[config.mk]
export PLATFORM = sky130hd
export DESIGN_NAME = tlp_axis_formatter
export DESIGN_NICKNAME = d
export VERILOG_FILES = /design/src/rtl/tlp_fmt_pkg.sv /design/src/rtl/tlp_axis_out_reg.sv /design/src/rtl/tlp_axis_formatter.sv
export SDC_FILE = /design/constraint.sdc
export NUM_CORES = 1
export LEC_CHECK = 0
export ABC_AREA = 1
export CAP_MARGIN = 20
export CORE_AREA = 2 2 153 155
export CTS_CLUSTER_SIZE = 30
export DETAILED_ROUTE_END_ITERATION = 8
export DIE_AREA = 0 0 155 157
export PLACE_DENSITY = 0.93
export SLEW_MARGIN = 20
export SYNTH_ARGS = -nofsm -noshare
export SYNTH_HDL_FRONTEND = slang
export SYNTH_SLANG_ARGS = --single-unit
[constraint.sdc]
create_clock -name clk -period 16.78 [get_ports clk]
set_input_delay 2.517 -clock clk [delete_from_list [all_inputs] [get_ports clk]]
set_output_delay 2.517 -clock clk [all_outputs]
set_load 0.02 [all_outputs]
[src/rtl/tlp_fmt_pkg.sv]
// TLP formatter shared types: fmt_type codes, FSM states,
// and PCIe header DW builders.
package tlp_fmt_pkg;

  localparam int DATA_W = 64;
  localparam int KEEP_W = 8;

  localparam logic [6:0] MWR32 = 7'h40;
  localparam logic [6:0] MWR64 = 7'h60;
  localparam logic [6:0] MRD32 = 7'h00;
  localparam logic [6:0] CPLD  = 7'h4A;

  localparam logic [4:0] TYPE_CPL = 5'b01010;

  typedef enum logic [2:0] {
    S_IDLE,
    S_GRANT,
    S_HDR0,
    S_HDR1,
    S_DATA,
    S_FLUSH
  } fmt_state_e;

  function automatic logic [31:0] build_dw0(
    input logic [6:0] ft,
    input logic [2:0] tc,
    input logic [1:0] at,
    input logic [9:0] len
  );
    return {1'b0, ft, 1'b0, tc, 4'b0, 2'b00, at, 2'b00, len};
  endfunction

  function automatic logic [31:0] build_req_dw1(
    input logic [23:0] tid,
    input logic [7:0]  be
  );
    return {tid, be};
  endfunction

  function automatic logic [31:0] build_cpl_dw1(
    input logic [15:0] cid,
    input logic [11:0] bc
  );
    return {cid, 3'b000, 1'b0, bc};
  endfunction

  function automatic logic [31:0] build_cpl_dw2(
    input logic [23:0] tid,
    input logic [6:0]  la
  );
    return {tid, 1'b0, la};
  endfunction

endpackage

[src/rtl/tlp_axis_out_reg.sv]
// Single-entry AXI4-Stream output register; refills on the
// same cycle its current beat is taken.
module tlp_axis_out_reg
  import tlp_fmt_pkg::*;
(
  input  logic              clk,
  input  logic              reset,
  input  logic              i_load,
  input  logic [DATA_W-1:0] i_data,
  input  logic [KEEP_W-1:0] i_keep,
  input  logic              i_last,
  input  logic              i_tready,
  output logic              o_tvalid,
  output logic [DATA_W-1:0] o_tdata,
  output logic [KEEP_W-1:0] o_tkeep,
  output logic              o_tlast,
  output logic              o_can_load
);

  logic              r_valid;
  logic [DATA_W-1:0] r_data;
  logic [KEEP_W-1:0] r_keep;
  logic              r_last;

  assign o_can_load = !r_valid || i_tready;
  assign o_tvalid   = r_valid;
  assign o_tdata    = r_data;
  assign o_tkeep    = r_keep;
  assign o_tlast    = r_last;

  always_ff @(posedge clk or posedge reset) begin
    if (reset) begin
      r_valid <= 1'b0;
      r_data  <= '0;
      r_keep  <= '0;
      r_last  <= 1'b0;
    end else if (i_load) begin
      r_valid <= 1'b1;
      r_data  <= i_data;
      r_keep  <= i_keep;
      r_last  <= i_last;
    end else if (i_tready) begin
      r_valid <= 1'b0;
    end
  end

endmodule

[src/rtl/tlp_axis_formatter.sv]
// Grants one TLP at a time, builds its header and streams
// header plus payload as 64-bit AXIS beats, realigning 3DW.
module tlp_axis_formatter
  import tlp_fmt_pkg::*;
#(
  parameter logic [2:0] TC = 3'd0
) (
  input  logic        clk,
  input  logic        reset,
  input  logic        req_to_send,
  output logic        grant,
  input  logic [6:0]  fmt_type,
  input  logic [9:0]  length_in_dw,
  input  logic        src_rdy_n,
  output logic        dst_rdy_n,
  input  logic [63:0] data,
  input  logic [61:0] address,
  input  logic [7:0]  ldwbe_fdwbe,
  input  logic [1:0]  attr,
  input  logic [23:0] transaction_id,
  input  logic [12:0] byte_count,
  input  logic [6:0]  lower_address,
  input  logic [15:0] cfg_completer_id,
  output logic        m_axis_tvalid,
  input  logic        m_axis_tready,
  output logic [63:0] m_axis_tdata,
  output logic [7:0]  m_axis_tkeep,
  output logic        m_axis_tlast
);

  fmt_state_e  r_state, w_next;
  logic        r_grant;
  logic [31:0] r_dw0, r_dw1, r_dw2, r_dw3, r_held;
  logic        r_hdr4, r_has_data;
  logic [7:0]  r_keep;
  logic [10:0] r_rem;

  logic        w_can_load, w_need_data, w_load, w_last;
  logic [63:0] w_tdata;
  logic [7:0]  w_tkeep;
  logic [10:0] w_rem_after;
  logic        w_hdr4, w_has_data, w_cpl, w_odd;
  logic [31:0] w_alo;
  logic        w_unused;

  assign w_hdr4     = fmt_type[5];
  assign w_has_data = fmt_type[6];
  assign w_cpl      = (fmt_type[4:0] == TYPE_CPL);
  assign w_alo      = {address[29:0], 2'b00};
  assign w_odd      = w_has_data ? (length_in_dw[0] ^ !w_hdr4)
                                 : !w_hdr4;
  assign w_unused   = byte_count[12];

  assign grant     = r_grant;
  assign dst_rdy_n = !(w_need_data && w_can_load);

  always_comb begin
    w_next      = r_state;
    w_load      = 1'b0;
    w_need_data = 1'b0;
    w_tdata     = '0;
    w_tkeep     = 8'hFF;
    w_last      = 1'b0;
    w_rem_after = r_rem;
    unique case (r_state)
      S_IDLE: if (req_to_send && w_can_load) w_next = S_GRANT;
      S_GRANT: w_next = S_HDR0;
      S_HDR0: begin
        w_tdata = {r_dw1, r_dw0};
        w_load  = w_can_load;
        if (w_can_load) w_next = S_HDR1;
      end
      S_HDR1: begin
        if (!r_has_data) begin
          w_tdata = r_hdr4 ? {r_dw3, r_dw2} : {32'h0, r_dw2};
          w_tkeep = r_keep;
          w_last  = 1'b1;
          w_load  = w_can_load;
          if (w_can_load) w_next = S_IDLE;
        end else if (r_hdr4) begin
          w_tdata = {r_dw3, r_dw2};
          w_load  = w_can_load;
          if (w_can_load) w_next = S_DATA;
        end else begin
          w_need_data = 1'b1;
          w_tdata     = {data[31:0], r_dw2};
          w_rem_after = r_rem - 11'd1;
          w_load      = w_can_load && !src_rdy_n;
        end
      end
      S_DATA: begin
        w_need_data = 1'b1;
        w_tdata     = r_hdr4 ? data : {data[31:0], r_held};
        w_rem_after = (r_rem > 11'd2) ? r_rem - 11'd2 : 11'd0;
        w_load      = w_can_load && !src_rdy_n;
      end
      S_FLUSH: begin
        w_tdata = {32'h0, r_held};
        w_tkeep = r_keep;
        w_last  = 1'b1;
        w_load  = w_can_load;
        if (w_can_load) w_next = S_IDLE;
      end
      default: w_next = S_IDLE;
    endcase
    // A lone leftover DW on the 3DW path goes out as a FLUSH beat
    if (w_need_data) begin
      w_last  = (w_rem_after == 11'd0);
      w_tkeep = w_last ? r_keep : 8'hFF;
      if (w_load)
        w_next = w_last ? S_IDLE :
                 (!r_hdr4 && w_rem_after == 11'd1) ? S_FLUSH :
                 S_DATA;
    end
  end

  always_ff @(posedge clk or posedge reset) begin
    if (reset) begin
      r_state    <= S_IDLE;
      r_grant    <= 1'b0;
      r_dw0      <= '0;
      r_dw1      <= '0;
      r_dw2      <= '0;
      r_dw3      <= '0;
      r_held     <= '0;
      r_hdr4     <= 1'b0;
      r_has_data <= 1'b0;
      r_keep     <= '0;
      r_rem      <= '0;
    end else begin
      r_state <= w_next;
      r_grant <= (w_next == S_GRANT);
      if (r_state == S_GRANT) begin
        r_dw0      <= build_dw0(fmt_type, TC, attr, length_in_dw);
        r_dw1      <= w_cpl
                      ? build_cpl_dw1(cfg_completer_id, byte_count[11:0])
                      : build_req_dw1(transaction_id, ldwbe_fdwbe);
        r_dw2      <= w_cpl ? build_cpl_dw2(transaction_id, lower_address)
                      : w_hdr4 ? address[61:30] : w_alo;
        r_dw3      <= w_alo;
        r_hdr4     <= w_hdr4;
        r_has_data <= w_has_data;
        r_keep     <= w_odd ? 8'h0F : 8'hFF;
        r_rem      <= (length_in_dw == 10'd0) ? 11'd1024
                                              : {1'b0, length_in_dw};
      end
      if (w_load && w_need_data) begin
        r_rem  <= w_rem_after;
        r_held <= data[63:32];
      end
    end
  end

  tlp_axis_out_reg u_out (
    .clk       (clk),
    .reset     (reset),
    .i_load    (w_load),
    .i_data    (w_tdata),
    .i_keep    (w_tkeep),
    .i_last    (w_last),
    .i_tready  (m_axis_tready),
    .o_tvalid  (m_axis_tvalid),
    .o_tdata   (m_axis_tdata),
    .o_tkeep   (m_axis_tkeep),
    .o_tlast   (m_axis_tlast),
    .o_can_load(w_can_load)
  );

endmodule

==> results of run 1 <==
-- power breakdown --
part / internal (mW) / switching (mW) / total, mW
registers: 0.829 / 0.162 / 0.991
logic: 0.517 / 0.965 / 1.48
clock network: 0.343 / 0.233 / 0.576
total: 1.69 / 1.36 / 3.05
-- worst reg2reg max path, stage by stage (launching register included) --
cell     delay, ps
dfrtp_1        460
inv_2          130
nand3_2        720
a21oi_1        380
nor2_1          90
nand2_4         70
nand2_1        220
buf_4          320
inv_2          330
buf_4          450
nand2_1        160
o21ai_0        120
-- stage by stage --
step | setup slack [ps] | hold WS, ps
3_3_place_gp | 10170 | 435
3_5_place_dp | 10150 | 438
6_report | 10090 | 456
4_1_cts | 10120 | 452
5_1_grt | 10020 | 494
2_1_floorplan | 7960 | 423
-- metal layers --
| metal | track usage | vias to the layer above |
|---|---|---|
| met5 | 0 | - |
| li1 | - | 5619 |
| met2 | 0.564 | 863 |
| met1 | 0.458 | 5981 |
| met4 | 0.170 | 4 |
| met3 | 0.0713 | 169 |
-- state kept, by name, indices dropped and copies added, names as in the netlist, 2 cells and up --
signal	flops
r_state	3
r_dw3	30
r_dw1	32
u_out.o_tkeep	2
r_dw2	32
r_rem	11
u_out.o_tdata	64
r_keep	2
r_dw0	18
r_held	32
-- cells by family after synthesis --
family,synth area share
AND/OR/NAND/NOR,0.211
adder cells (fa/ha/maj),0.00417
multiplexers,0.0259
XOR/XNOR,0.00219
AO/OA/AOI/OAI,0.203
flip-flops,0.480
buffers and inverters,0.0741
-- cell usage after synthesis, drive strengths merged (4+ instances only) --
library cell and instances:
nand2 440, a21o 5, o21ai 206, mux2i 31, dfrtp 230, buf 40, a41oi 8, a22oi 14
nand4 6, nand3 38, a221oi 47, nor2 143, o221ai 12, nor3 5, ha 4, inv 104
o22ai 26, clkbuf 70, a21oi 63, a31oi 24
-- final timing paths --
path,start,endpoint,cells after the start
setup / recovery,m_axis_tready,dst_rdy_n,5
hold / removal,r_keep[3]$_DFFE_PP0P_,r_keep[3]$_DFFE_PP0P_,2
setup reg to reg,r_state[2]$_DFF_PP0_,r_held[13]$_DFFE_PP0P_,11
max in group asynchronous,reset,u_out.o_tdata[33]$_DFFE_PP0P_,4
min in group asynchronous,reset,r_dw1[17]$_DFFE_PP0P_,2
hold reg to reg,r_keep[3]$_DFFE_PP0P_,r_keep[3]$_DFFE_PP0P_,2
-- cell type report --
class                      instances  area (um2)
inverter                         106         415
fill                            1695        6660
timing repair buffer             310        3070
sequential                       230        5760
clock buffer                      34         709
antenna                            3        7.51
tap                              285         357
multi-input combinational       1087        5380
clock inverter                    12         146
==> metrics.txt, run 1 <==
status=finished, final reports clean; Max IR drop VDD=0.000125 V; core area=0.0225 mm2; Detailed Route WL=43400 um; setup TNS=0 ps; GPL Wtd Cong=0.927; critical path capture point type=output port; CP arrival=between 4000 and 5000 ps; initial core utilization=0.533; post-synth net total=about 1800; Clk Latency, worst-skew pair=about 530 ps; Async S/R FF share, synth=1.00; CP top delay family=buffers and inverters; TritonCTS clock tree=built; Initial DRC Count=1472; Clock Path Buffers=3; R2R Setup Slk=13250 ps; Net count, final=1982; cell chain of the critical path=clkdlybuf4s50_1 -> nor2_1 -> inv_1 -> nand2_1 -> clkdlybuf4s50_1; Detail Route Antenna Nets=0; post-route insts no fill=2067; Rel. slew slack=0.256; Crit Path Category=input port to output port; top cells by area, synth=dfrtp_1, nand2_1, o21ai_0, nor2_1, a221oi_1; # port buffers=between 200 and 300; routed length on met2=between 20000 and 25000 um; Max-Cap Viols=0; antenna violations before repair=5; CTS Buf Count=25; final core occ=0.704; critical path data required time=14260 ps; Yosys cell types=39; crit-path max cell delay=~600 ps; First-pass DRT Iterations=6; Most common cell on crit path=clkdlybuf4s50_1; worst min path class=register to register; share of cells above drive strength 1=0.0489; most common cell after layout, fill and taps aside=nand2_1; total power=between 3 and 4 mW; Inst Count DP=about 2000; P&R area growth vs syn=32.1%; Fmax=approximately 0.15 GHz; clk sinks=between 200 and 250; cell accounting for the most synthesized area=dfrtp_1; most frequent cells in the layout=nand2_1, clkdlybuf4s50_1, dfrtp_1; Top Metal Used=met5; Critical Path Start Type=input port; clk slew on worst S/H paths=70 ps; slew of the pin with the lowest slew margin=1110 ps; Slowest cell on crit path=clkdlybuf4s50_1; most common flop cell mapped by yosys=dfrtp_1; Die W=155 um; number of synthesized register bits=230; PwrDens=192 mW/mm2; met3 routed WL=4640 um; GRT Total Usage=0.351; Yosys top cell area share=0.480; cell count after synthesis=~1500; number of vias per cell=6.11; Root Buffer=clkbuf_16; RSZ-0062 raised after global routing=no; Die Y=157 um; Met1 Routed Length=16500 um; Post-DP Area=approximately 0.015 mm2; Row Count=55; grt total ovfl=0; Design Area, Final=0.0158 mm2; Mapped Area=0.0120 mm2; CTS H-Tree Depth=1; final worst path period need=6690 ps; WP buf/inv=3; final number of max-transition violations=0; final hold violation count=0; LEAKAGE=7.22 nW; CP max FO=6; Final Setup Violations=0; Post-Syn Area per Cell=about 8 um2; CTS Hold Bufs=0; full die area=between 0.02 and 0.025 mm2; YS warnings=0; pin count of the biggest net entering global routing=155; first-pass GRT wire length=66800 um; I/O pin cnt=294; sequential-to-total area share from yosys stat=0.480; vias=12636; # DRC=0; final period utilization=0.399; Setup Buffers After CTS=0; post-cts resize count=0; vias in the first global route=around 12000; WL per Instance=21.0 um; skew final=19.8 ps; Post-synth EDFFs=0; DP Wirelength=28200 um
Power figures use the tool's default switching activity.
==> run 2: changes to the inputs <==
CORE_AREA = 2 2 158 160   (was 2 2 153 155)
DIE_AREA = 0 0 160 162   (was 0 0 155 157)
PLACE_DENSITY = 0.88   (was 0.93)
clock period = 6.25 ns   (was 16.78 ns; I/O delays follow)
==> run 2 against run 1 <==
Effect of this change:
- first-iteration DRC count shrank 10%
- largest cell class unchanged
- sequential power grew to 2.7 times the previous value
- count of clock-buffer cells in the layout unchanged
- global-route usage down 2.7 points
- non-clock buffer count down 2
- clock skew down 14 ps
- via count is 1.1% lower
- wire length shrank 1.2%
==> metrics.txt, run 2 (same netlist as run 1, synthesis figures left out) <==
status=finished, final reports clean; skew final=between 6 and 7 ps; CP arrival=roughly 4900 ps; final period utilization=0.733; cell chain of the critical path=inv_2 -> nand3_2 -> inv_4 -> nand2_1 -> nand2_4 -> nand2_1 -> inv_2 -> nor2_1 -> inv_2 -> o221ai_1; antenna violations before repair=3; WL per Instance=20.4 um; crit-path max cell delay=around 1000 ps; GRT Total Usage=0.324; PnR worst setup slack=about 1700 ps; core area=approximately 0.024 mm2; LEAKAGE=7.17 nW; Fmax=0.218 GHz; GPL Wtd Cong=between 0.9 and 1; Detail Route Antenna Nets=0; total power=8.03 mW; Setup Buffers After CTS=0; Slowest cell on crit path=inv_2; Initial DRC Count=about 1300; most frequent cells in the layout=nand2_1, clkdlybuf4s50_1, dfrtp_1; final number of max-transition violations=0; final worst path period need=between 4000 and 5000 ps; slew of the pin with the lowest slew margin=between 1000 and 1500 ps; Filler Cell Count=2009; CTS Buf Count=25; PwrDens=508 mW/mm2; max reg flops=64; Root Buffer=clkbuf_16; # port buffers=292; grt total ovfl=0; Max IR drop VDD=0.000526 V; number of vias per cell=5.95; DP Wirelength=about 29000 um; Die Y=around 160 um; most common cell after layout, fill and taps aside=nand2_1; Clk Latency, worst-skew pair=510 ps; post-cts resize count=0; full die area=about 0.026 mm2; first-pass GRT wire length=66400 um; Row Count=57; Crit Path Category=register to register; Final Setup Violations=0; Die W=about 160 um; clk slew on worst S/H paths=roughly 60 ps; RSZ-0062 raised after global routing=no; Max-Cap Viols=0; initial core utilization=0.497; TritonCTS clock tree=built; final hold violation count=0; worst slack at placement=1780 ps; P&R area growth vs syn=31.7%; final core occ=0.655; setup TNS=0 ps; pin count of the biggest net entering global routing=around 100; First-pass DRT Iterations=6; I/O pin cnt=294; CTS Hold Bufs=0; critical path data required time=about 6600 ps; share of cells above drive strength 1=0.0462; clk sinks=230; worst min path class=register to register; Rel. slew slack=0.207; CTS H-Tree Depth=1; Critical Path Start Type=register; critical path capture point type=register; Most common cell on crit path=inv_2; CP max FO=69; # DRC=0; Detailed Route WL=approximately 43000 um; vias in the first global route=12201; Net count, final=1980; vias=between 10000 and 15000; Clock Path Buffers=3
[run 2: per-stage QoR]
step	hold slack, ps	cells	area, um2
CTS	457	2099	15800
floorplan	423	1533	12000
global route	495	2100	15800
global placement	435	2055	15000
finish	455	2100	15800
detailed placement	443	2055	15000
[run 2: final timing paths]
check / end / from / cells after the start / slack, ps
worst max-delay path: r_rem[8]$_DFFE_PP0P_ / r_state[2]$_DFF_PP0_ / 10 / 1670
worst min-delay path: r_keep[3]$_DFFE_PP0P_ / r_keep[3]$_DFFE_PP0P_ / 2 / 460
worst max register to register: r_rem[8]$_DFFE_PP0P_ / r_state[2]$_DFF_PP0_ / 10 / 1670
worst min register to register: r_keep[3]$_DFFE_PP0P_ / r_keep[3]$_DFFE_PP0P_ / 2 / 460
max in group asynchronous: r_dw2[26]$_DFFE_PP0P_ / reset / 3 / 4290
min in group asynchronous: r_dw1[15]$_DFFE_PP0P_ / reset / 2 / 950
[run 2: layout make-up]
type                            count  area, um2  area share
Timing Repair Buffer              308       3060       0.194
Tap cell                          324        405      0.0257
Multi-Input combinational cell   1087       5380       0.340
Inverter                          106        405      0.0257
Sequential cell                   230       5760       0.364
Clock buffer                       34        709      0.0449
Clock inverter                     10       75.1     0.00475
Antenna cell                        1       2.50    0.000158
[run 2: power breakdown]
group          leakage, nW  switching [mW]  internal (mW)  total (mW)
registers             2.82           0.432           2.23        2.66
logic                 3.95            2.55           1.39        3.94
clock network        0.398           0.599          0.831        1.43
total                 7.17            3.58           4.45        8.03
[run 2: critical path: cells and delay by family, from the launching register on]
family	cells	cell delay, ps
DFF	1	460
buffers and inverters	4	2200
AOI/OAI and AO/OA	1	170
and+or+nand+nor	5	1510
[run 2: layer usage]
metal	wire length (um)	track usage	vias to the layer above
li1	-	-	5603
met1	16500	0.423	5941
met2	19900	0.523	819
met3	4730	0.0792	131
met4	1720	0.132	4
met5	28	0	-
==> run 3: changes to the inputs <==
CORE_AREA = 2 2 167 169   (was 2 2 158 160)
DIE_AREA = 0 0 169 171   (was 0 0 160 162)
PLACE_DENSITY = 0.84   (was 0.88)
clock period = 3.7 ns   (was 6.25 ns; I/O delays follow)
==> run 3 against run 2 <==
Effect of this change:
- final cell count is 1.9% higher
- clock skew grew 2.3 ps
- critical endpoint is now dst_rdy_n
- sequential power grew 71%
- via count fell by 0.45%
- combinational power grew 73%
- worst hold slack better by 13 ps
- worst setup slack lost 1300 ps
- final area is 1.6% higher
==> metrics.txt, run 3 (same netlist as run 1, synthesis figures left out) <==
post-cts resize count=0; Max-Cap Viols=0; Initial DRC Count=1233; Max IR drop VDD=0.000432 V; LEAKAGE=7.27 nW; cell chain of the critical path=inv_2 -> nand2_1 -> nor2_2 -> inv_2 -> nand2_2 -> nand2_1 -> clkdlybuf4s50_1; first-pass GRT wire length=68000 um; Net count, final=1998; setup TNS=0 ps; final hold violation count=0; Row Count=61; RR Startpoint=r_dw0[29]$_DFFE_PP0P_; Setup Buffers After CTS=0; Filler Cell Count=roughly 2500; total power=13.8 mW; P&R area growth vs syn=33.8%; Critical Path Start=r_dw0[29]$_DFFE_PP0P_; DP Wirelength=a little over 30000 um; Detail Route Antenna Nets=0; CTS Hold Bufs=0; CP max FO=21; Critical Path Start Type=register; # port buffers=292; WL per Instance=about 21 um; Reg area=0.00576 mm2; full die area=0.0289 mm2; I/O pin cnt=~290; vias in the first global route=12129; GPL Wtd Cong=0.929; Rel. slew slack=0.421; skew final=8.56 ps; slew of the pin with the lowest slew margin=867 ps; clk sinks=230; CTS H-Tree Depth=1; core area=0.0273 mm2; Final Setup Violations=0; RSZ-0062 raised after global routing=no; max reg flops=64; final worst path period need=3340 ps; CTS Buf Count=26; PwrDens=863 mW/mm2; critical path data required time=3140 ps; initial core utilization=0.439; CP arrival=2780 ps; share of cells above drive strength 1=0.0525; # DRC=0; vias=12442; critical path capture point type=output port; Die W=roughly 170 um; pin count of the biggest net entering global routing=115; Clock Path Buffers=3; min-delay src=r_keep[3]$_DFFE_PP0P_; worst reg2reg path depth=10; clk slew on worst S/H paths=around 60 ps; most frequent cells in the layout=nand2_1, clkdlybuf4s50_1, dfrtp_1; grt total ovfl=0; final period utilization=0.902; Slowest cell on crit path=dfrtp_1; number of vias per cell=5.82; Detailed Route WL=44600 um; antenna violations before repair=4; Crit Path Category=register to output port; status=finished, final reports clean; GRT Total Usage=0.305; most common cell after layout, fill and taps aside=nand2_1; First-pass DRT Iterations=6; crit-path max cell delay=720 ps; Clk Latency, worst-skew pair=530 ps; Root Buffer=clkbuf_16; Die Y=between 150 and 200 um; worst min path class=register to register; multi-input gate area in the final layout=0.00538 mm2; TritonCTS clock tree=built; Fmax=0.299 GHz; final number of max-transition violations=0; worst hold stages=2
-- run 3: path summary, 6_finish.rpt --
path                                                 endpoint  slack, ps
worst max-delay path                                dst_rdy_n        360
worst min-delay path                    r_keep[3]$_DFFE_PP0P_        470
worst max register to register   u_out.o_tkeep[6]$_DFFE_PP0P_        780
worst min register to register          r_keep[3]$_DFFE_PP0P_        470
max in group asynchronous       u_out.o_tdata[62]$_DFFE_PP0P_       2330
min in group asynchronous               r_dw1[12]$_DFFE_PP0P_        550
-- run 3: worst max-delay path: cells and delay by family, from the launching register on --
kind / cells / cell delay (ps)
buffers and inverters: 3 / 1030
DFF: 1 / 720
and+or+nand+nor: 4 / 500
-- run 3: where the power goes --
part	internal [mW]	leakage (nW)	switching, mW
combinational	2.43	4.06	4.37
clock	1.47	0.393	1.02
sequential	3.76	2.82	0.791
-- run 3: final cells by class --
| type | instances | area share |
|---|---|---|
| sequential | 230 | 0.359 |
| timing repair buffer | 325 | 0.203 |
| tap | 346 | 0.0270 |
| clock buffer | 39 | 0.0474 |
| antenna | 2 | 0.000312 |
| clock inverter | 4 | 0.00320 |
| multi-input combinational | 1087 | 0.335 |
| inverter | 106 | 0.0253 |
-- run 3: metal layers --
layer,GRT usage,share of wire,wire length (um)
met3,0.0847,0.11,4910
met2,0.475,0.45,20000
met4,0.138,0.044,1980
met1,0.399,0.40,17600
met5,0,0.00072,32
-- run 3: metrics by stage --
step	cell area, um2	util	setup WS (ps)	cells	hold slack [ps]
floorplan	12000	-	137	1533	423
finish	16000	0.587	361	2139	468
global route	16000	0.587	260	2138	493
global placement	15200	0.557	824	2094	436
detailed placement	15200	0.557	812	2094	451
CTS	16000	0.587	375	2137	470
